--- src/rtl/button_pkg.sv ---
// Shared state encoding and default timing for the push-button debouncer.
package button_pkg;

    typedef enum logic [1:0] {
        S_IDLE      = 2'd0,
        S_PRESS_CHK = 2'd1,
        S_HELD      = 2'd2,
        S_REL_CHK   = 2'd3
    } btn_state_t;

    localparam int unsigned DEBOUNCE_10MS_25MHZ = 250_000;
    localparam int unsigned HOLD_1S_25MHZ       = 25_000_000;

endpackage

--- src/rtl/sync_bit.sv ---
// Multi-flop synchronizer for a single asynchronous bit; clears to 0 on reset.
module sync_bit #(
    parameter int unsigned STAGES = 2
) (
    input  logic clk,
    input  logic rst,
    input  logic d,
    output logic q
);

    logic [STAGES-1:0] chain;

    always_ff @(posedge clk) begin
        if (rst) begin
            chain <= '0;
        end else begin
            chain <= {chain[STAGES-2:0], d};
        end
    end

    assign q = chain[STAGES-1];

endmodule

--- src/rtl/button_event_debouncer.sv ---
// Debounces one raw push-button into a clean level plus press, release and long-hold pulses.
//   state       | meaning
//   S_IDLE      | released and stable, level 0
//   S_PRESS_CHK | candidate press, waiting for DEBOUNCE_CYCLES of stable high
//   S_HELD      | accepted press, level 1, hold timer running
//   S_REL_CHK   | candidate release, level still 1, hold timer frozen
module button_event_debouncer
    import button_pkg::*;
#(
    parameter int unsigned SYNC_STAGES     = 2,
    parameter int unsigned DEBOUNCE_CYCLES = DEBOUNCE_10MS_25MHZ,
    parameter int unsigned LONG_CYCLES     = HOLD_1S_25MHZ
) (
    input  logic i_Clk,
    input  logic i_Rst,
    input  logic i_Switch,
    output logic o_Level,
    output logic o_Press,
    output logic o_Release,
    output logic o_Long
);

    localparam int unsigned DB_W   = $clog2(DEBOUNCE_CYCLES);
    localparam int unsigned HOLD_W = $clog2(LONG_CYCLES);

    localparam logic [DB_W-1:0]   DB_LAST   = DB_W'(DEBOUNCE_CYCLES - 1);
    localparam logic [HOLD_W-1:0] HOLD_LAST = HOLD_W'(LONG_CYCLES - 1);
    localparam logic [HOLD_W-1:0] HOLD_FIRE = HOLD_W'(LONG_CYCLES - 2);

    logic              sw_s;
    btn_state_t        state;
    logic [DB_W-1:0]   db_cnt;
    logic [HOLD_W-1:0] hold_cnt;

    sync_bit #(
        .STAGES (SYNC_STAGES)
    ) u_sync (
        .clk (i_Clk),
        .rst (i_Rst),
        .d   (i_Switch),
        .q   (sw_s)
    );

    always_ff @(posedge i_Clk) begin
        if (i_Rst) begin
            state     <= S_IDLE;
            db_cnt    <= '0;
            hold_cnt  <= '0;
            o_Level   <= 1'b0;
            o_Press   <= 1'b0;
            o_Release <= 1'b0;
            o_Long    <= 1'b0;
        end else begin
            o_Press   <= 1'b0;
            o_Release <= 1'b0;
            o_Long    <= 1'b0;
            case (state)
                S_IDLE: begin
                    o_Level <= 1'b0;
                    if (sw_s) begin
                        state  <= S_PRESS_CHK;
                        db_cnt <= '0;
                    end
                end
                S_PRESS_CHK: begin
                    if (!sw_s) begin
                        state <= S_IDLE;
                    end else if (db_cnt == DB_LAST) begin
                        state    <= S_HELD;
                        hold_cnt <= '0;
                        o_Level  <= 1'b1;
                        o_Press  <= 1'b1;
                    end else begin
                        db_cnt <= db_cnt + DB_W'(1);
                    end
                end
                S_HELD: begin
                    // Saturation makes the HOLD_FIRE crossing happen once per press.
                    if (hold_cnt != HOLD_LAST) begin
                        hold_cnt <= hold_cnt + HOLD_W'(1);
                    end
                    if (hold_cnt == HOLD_FIRE) begin
                        o_Long <= 1'b1;
                    end
                    if (!sw_s) begin
                        state  <= S_REL_CHK;
                        db_cnt <= '0;
                    end
                end
                S_REL_CHK: begin
                    if (sw_s) begin
                        state <= S_HELD;
                    end else if (db_cnt == DB_LAST) begin
                        state     <= S_IDLE;
                        o_Level   <= 1'b0;
                        o_Release <= 1'b1;
                    end else begin
                        db_cnt <= db_cnt + DB_W'(1);
                    end
                end
                default: state <= S_IDLE;
            endcase
        end
    end

endmodule

--- config.mk ---
export PLATFORM = sky130hd
export DESIGN_NAME = button_event_debouncer
export DESIGN_NICKNAME = d
export VERILOG_FILES = /design/src/rtl/button_pkg.sv /design/src/rtl/sync_bit.sv /design/src/rtl/button_event_debouncer.sv
export SDC_FILE = /design/constraint.sdc
export NUM_CORES = 1
export LEC_CHECK = 0
export ABC_CLOCK_PERIOD_IN_PS = 4900
export CAP_MARGIN = 20
export CORE_ASPECT_RATIO = 1.2
export CORE_UTILIZATION = 30
export CTS_CLUSTER_DIAMETER = 50
export DETAILED_ROUTE_END_ITERATION = 6
export GPL_ROUTABILITY_DRIVEN = 0
export GPL_TIMING_DRIVEN = 0
export PLACE_DENSITY_LB_ADDON = 0.25
export SLEW_MARGIN = 20
export SYNTH_ARGS = -nofsm -noshare
export SYNTH_HDL_FRONTEND = slang
export SYNTH_HIERARCHICAL = 1
export SYNTH_SLANG_ARGS = --single-unit
export TNS_END_PERCENT = 5
--- constraint.sdc ---
create_clock -name i_Clk -period 4.9 [get_ports i_Clk]
set_input_delay 1.225 -clock i_Clk [delete_from_list [all_inputs] [get_ports i_Clk]]
set_output_delay 1.225 -clock i_Clk [all_outputs]
set_load 0.05 [all_outputs]
Yosys cells after proc, flatten, opt, wreduce, memory -nomap -nowiden
Index checks and enable logic that the tools add are counted.
{"block": "word_totals", "wordCells": 63, "reg_bits": 51, "inputBits": 3, "out_inout_bits": 4}
{"block": "classes", "reduce_logical": 10, "bitwise": 4, "eq_ne": 15, "addsub": 2, "n_mux": 24}
{"cell": "2-to-1 mux 18 bit", "count": 5}
{"cell": "2-to-1 mux 25 bit", "count": 3}
{"cell": "case mux 18 bit (4 select lines)", "count": 1}
{"cell": "case mux 25 bit (2 select lines)", "count": 1}
{"cell": "adder 25 x 1 -> 25 bit, second input constant", "count": 1}
{"cell": "== test 25 bit, second input constant", "count": 1}
{"cell": "!= test 25 bit, second input constant", "count": 1}
{"cell": "adder 18 x 1 -> 18 bit, second input constant", "count": 1}
{"cell": "== test 18 bit, second input constant", "count": 1}
{"cell": "2-to-1 mux 2 bit", "count": 6}
{"cell": "AND reduction 4 bit", "count": 3}
{"cell": "!= test 2 bit, second input constant", "count": 5}
{"cell": "case mux 2 bit (4 select lines)", "count": 1}
{"cell": "2-to-1 mux 1 bit", "count": 6}
{"cell": "OR reduction 3 bit", "count": 2}
{"cell": "AND reduction 5 bit", "count": 1}
{"cell": "== test 2 bit, second input constant", "count": 2}
{"cell": "!= test 2 x 1 -> 1 bit, second input constant", "count": 2}
{"cell": "NOT 1 bit", "count": 4}
{"cell": "!= test 3 x 2 -> 1 bit, second input constant", "count": 1}
{"cell": "!= test 3 bit, second input constant", "count": 1}
{"cell": "case mux 1 bit (3 select lines)", "count": 1}
{"cell": "nonzero test 3 bit", "count": 1}
{"cell": "== test 2 x 1 -> 1 bit, second input constant", "count": 1}
{"cell": "3 further kinds", "count": 3}

Depth between registers and ports, before layout
Gate-level depths: netlist of run 1.
{"block": "depth", "depth_word": 4, "depth_mapped": 7}

Hierarchy
The synthesis of run 1 kept the hierarchy.
{"module": "button_event_debouncer", "seq_area_each_um2": 980.9, "area_per_inst_um2": 2407.3, "instances": 1, "cells_per_inst": 272}
{"module": "sync_bit", "seq_area_each_um2": 40.0, "area_per_inst_um2": 52.6, "instances": 1, "cells_per_inst": 4}

Worst setup path after synthesis of run 1
No wires, ideal clock.
{"block": "synth_path", "path_type": "input-to-reg", "from": "input i_Rst", "to": "register hold_cnt[0]", "setup_slack_ns": 3.003, "required_time_ns": 4.779, "path_stages": 3, "t_arrival_ns": 1.776, "path_cell_list": "clkbuf_1 -> nor2_1 -> mux2_2"}
{"item": "start, declared", "line": "button_event_debouncer.sv:15", "text": "input logic i_Rst,"}
{"item": "end signal, assigned", "line": "button_event_debouncer.sv:80", "text": "hold_cnt <= hold_cnt + HOLD_W'(1);"}
{"item": "end, declared", "line": "button_event_debouncer.sv:33", "text": "logic [HOLD_W-1:0] hold_cnt;"}

Final worst setup path of run 1
{"block": "layout_path", "from": "register o_Level", "to": "output o_Level"}
{"item": "start, declared", "line": "button_event_debouncer.sv:17", "text": "output logic o_Level,"}
{"item": "start signal, assigned", "line": "button_event_debouncer.sv:49", "text": "o_Level <= 1'b0;"}
{"item": "start signal, assigned", "line": "button_event_debouncer.sv:59", "text": "o_Level <= 1'b0;"}
{"item": "start signal, assigned", "line": "button_event_debouncer.sv:71", "text": "o_Level <= 1'b1;"}
No word-level cell between the ends.

==> results.sh, run 1 <==
export IMPL_port_buffers=6
export IMPL_die_w_um=84.66
export IMPL_place_hpwl_mm=3.532
export IMPL_pre_cts_ws_ns=2.031
export IMPL_rrSetupSlack_ns=2.85
export IMPL_worst_slack_ns=2.132
export IMPL_ys_flop_type="dfxtp_1"
export IMPL_nets=295
export IMPL_drt_pre_antenna_iters=4
export IMPL_start_kind="flop"
export IMPL_path_buf_inv=1
export IMPL_max_slew_worst_pin_slew_ns=0.6158
export IMPL_async_reset_ff_frac=0
export IMPL_clkTransAtPathRegs_ns=0.10
export IMPL_setup_viol=0
export IMPL_crit_family="buffers and inverters"
export IMPL_syn_num_nets=282
export IMPL_synth_edf_count=0
export IMPL_hold_viol=0
export IMPL_layout_common_cells="dfxtp_1, nor2_1, nand2_1"
export IMPL_critPathSlowestCell="clkdlybuf4s50_1"
export IMPL_finalMaxSlewViolations=0
export IMPL_max_stage_delay_ns=0.83
export IMPL_cts_htree_levels=2
export IMPL_post_cts_buffers=0
export IMPL_cts_sinks=51
export IMPL_path_cells="clkdlybuf4s50_1"
export IMPL_required_ns=3.67
export IMPL_final_antenna_net_count=0
export IMPL_dieHeight_um=101.2
export IMPL_synthTopCellsByArea="dfxtp_1, nor2_1, xnor2_1, xor2_1, nand3_1"
export IMPL_r2r_end="hold_cnt[19]"
export IMPL_rsz0062_at_grt="false"
export IMPL_avgViaCountPerCell=5.141
export IMPL_antenna_cells=0
export IMPL_grt_overflow_total=0
export IMPL_hold_buffers=0
export IMPL_rr_worst_depth=6
export IMPL_cts_tree="done"
export IMPL_skew_ns=0.007549
export IMPL_synthesis_area_um2=2460
export IMPL_core_um2=7795
export IMPL_clock_tree_root_cell="clkbuf_8"
export IMPL_fin_area_um2=2723
export IMPL_netlist_instances=276
export IMPL_ir_drop_v=0.0001440
export IMPL_numCtsBuffers=5
export IMPL_worstPathMaxFanout=3
export IMPL_antenna_found_initial=0
export IMPL_post_drt_wl_per_cell_um=12.87
export IMPL_mostFrequentLayoutCell="dfxtp_1"
export IMPL_cp_end_kind="output pin"
export IMPL_netlist_area_leader_share=0.4151
export IMPL_synth_seq_cells=51
export IMPL_vias=1964
export IMPL_grt_max_degree=17
export IMPL_grt_pass1_wl_mm=8.728
export IMPL_dp_cells=374
export IMPL_ys_types=48
export IMPL_period_needed_ns=2.768
export IMPL_dieArea_um2=8567
export IMPL_min_delay_path_depth=1
export IMPL_insertion_delay_ns=0.31
export IMPL_yosysTopAreaCell="dfxtp_1"
export IMPL_clock_fmax_mhz=361.3
export IMPL_yosysWarningCount=6
export IMPL_whs_endpoint="u_sync/chain[1]"
export IMPL_cts_buffer_depth=2
export IMPL_synth_seq_area_share=0.4151
export IMPL_post_route_period_util=0.5648
export IMPL_drt_total_wl_mm=4.918
export IMPL_row_count=35
export IMPL_status="completed"
export IMPL_first_global_vias=1941
export IMPL_p_leak_nw=0.8710
export IMPL_hp_class="reg -> reg"
export IMPL_dpl_cell_area_um2=2635
export IMPL_drc=0
export IMPL_cap_viol_max_count=0
export IMPL_area_delta_synth_final_pct=10.68
export IMPL_slew_headroom=0.5887
export IMPL_hold_start="u_sync/chain[0]"
export IMPL_path_class="reg -> out"
export IMPL_initial_utilization=0.3156
export IMPL_drive_gt1_frac=0.08621
export IMPL_grt_usage=0.1247
export IMPL_io_pins=7
export IMPL_ctsResizeCount=0
export IMPL_r2r_start="state[0]"
export IMPL_avgSynthCellArea_um2=8.913
export IMPL_drt_iter0_markers=40
export IMPL_fin_setup_tns_ns=0
export IMPL_holdWs_ns=0.4555
export IMPL_power_density_nw_per_um2=250.9
export IMPL_cp_arrival_ns=1.54
export IMPL_fin_cells=382
==> final cells by class <==
class | count | area [µm²]
fill | 813 | 5072
sequential | 51 | 1021
multi-input combinational | 212 | 1361
timing repair buffer | 6 | 60.06
clock buffer | 5 | 68.82
inverter | 4 | 15.01
buffer | 9 | 62.56
tap | 92 | 115.1
clock inverter | 3 | 18.77
==> how the worst max path moves through the flow <==
stage,from,end,slack (ns),cells after the start
3_3_place_gp,i_Rst,db_cnt[17],2.05,4
6_report,o_Level,o_Level,2.13,1
4_1_cts,o_Level,o_Level,2.12,1
5_1_grt,o_Level,o_Level,2.08,1
2_1_floorplan,i_Rst,hold_cnt[0],3.00,3
3_5_place_dp,i_Rst,db_cnt[6],2.03,4
==> stage by stage <==
stage            util  power, mW
2_1_floorplan       -     0.4368
3_3_place_gp   0.3380     0.4432
3_5_place_dp   0.3380     0.4431
4_1_cts        0.3493     0.6915
5_1_grt        0.3493     0.7089
6_report       0.3493     0.6832
==> routing by layer <==
| layer | global-route usage | up-vias | routed length, µm | part of all wire |
|---|---|---|---|---|
| met5 | 0 | - | 0 | 0 |
| li1 | - | 1018 | - | - |
| met2 | 0.2264 | 10 | 2376 | 0.48 |
| met1 | 0.1498 | 930 | 2390 | 0.49 |
| met3 | 0.02445 | 6 | 84 | 0.017 |
| met4 | 0.03651 | 0 | 67 | 0.014 |
==> Yosys cell counts, drive strengths merged, types with 4 or more instances <==
master,count
dfxtp,51
nor2,35
nand2,21
nand3,19
xnor2,15
xor2,14
a21oi,13
o21ai,10
nor3,9
or3,9
nand4,8
nor4,8
and4,6
buf,6
inv,4
nor4b,4
or4,4
==> sequential cells by signal, summed over array words and instances, names as in the netlist, named ones only <==
signal        count
u_sync/chain      2
o_Level           1
o_Long            1
state             1
db_cnt           18
o_Press           1
o_Release         1
hold_cnt         25
==> worst register-to-register path: cells and delay by family, from the launching register on <==
kind | cells | cell delay, ns
AO/OA/AOI/OAI | 2 | 0.46
flip-flops | 1 | 0.33
buffers and inverters | 1 | 0.21
AND/OR/NAND/NOR | 3 | 0.99
==> power by group <==
group	leakage [nW]	internal [mW]	switching, mW
clock network	0.0483	0.101	0.149
registers	0.411	0.415	0.000971
logic	0.412	0.00629	0.0106
total	0.871	0.522	0.161
==> cells by family after synthesis <==
group,count (synthesis),share of synthesized area
multiplexers,3,0.01322
buffers and inverters,13,0.03153
AND/OR/NAND/NOR,142,0.3357
AO/OA/AOI/OAI,35,0.08291
flip-flops,51,0.4151
XOR/XNOR,29,0.1063
adder cells (fa/ha/maj),3,0.01526
(Power assumes the default switching activity.)
==> run 2, diff against run 1 <==
--- a/config.mk
+++ b/config.mk
@@ -5,7 +5,7 @@
 export SDC_FILE = /design/constraint.sdc
 export NUM_CORES = 1
 export LEC_CHECK = 0
-export ABC_CLOCK_PERIOD_IN_PS = 4900
+export ABC_CLOCK_PERIOD_IN_PS = 2450
 export CAP_MARGIN = 20
 export CORE_ASPECT_RATIO = 1.2
 export CORE_UTILIZATION = 30
==> constraint.sdc (replaced) <==
create_clock -name i_Clk -period 2.45 [get_ports i_Clk]
set_input_delay 0.6125 -clock i_Clk [delete_from_list [all_inputs] [get_ports i_Clk]]
set_output_delay 0.6125 -clock i_Clk [all_outputs]
set_load 0.05 [all_outputs]
==> results of run 2 <==
The final DEF is identical to that of run 1. Status: completed.
Among the figures that moved: setup slack after placement 2.031 ns -> 0.1933 ns; setup slack after layout 2.132 ns -> 0.2947 ns; register-to-register setup slack 2.85 ns -> 0.40 ns; total power 0.6832 mW -> 1.366 mW; worst IR drop on VDD 0.0001440 V -> 0.0002879 V
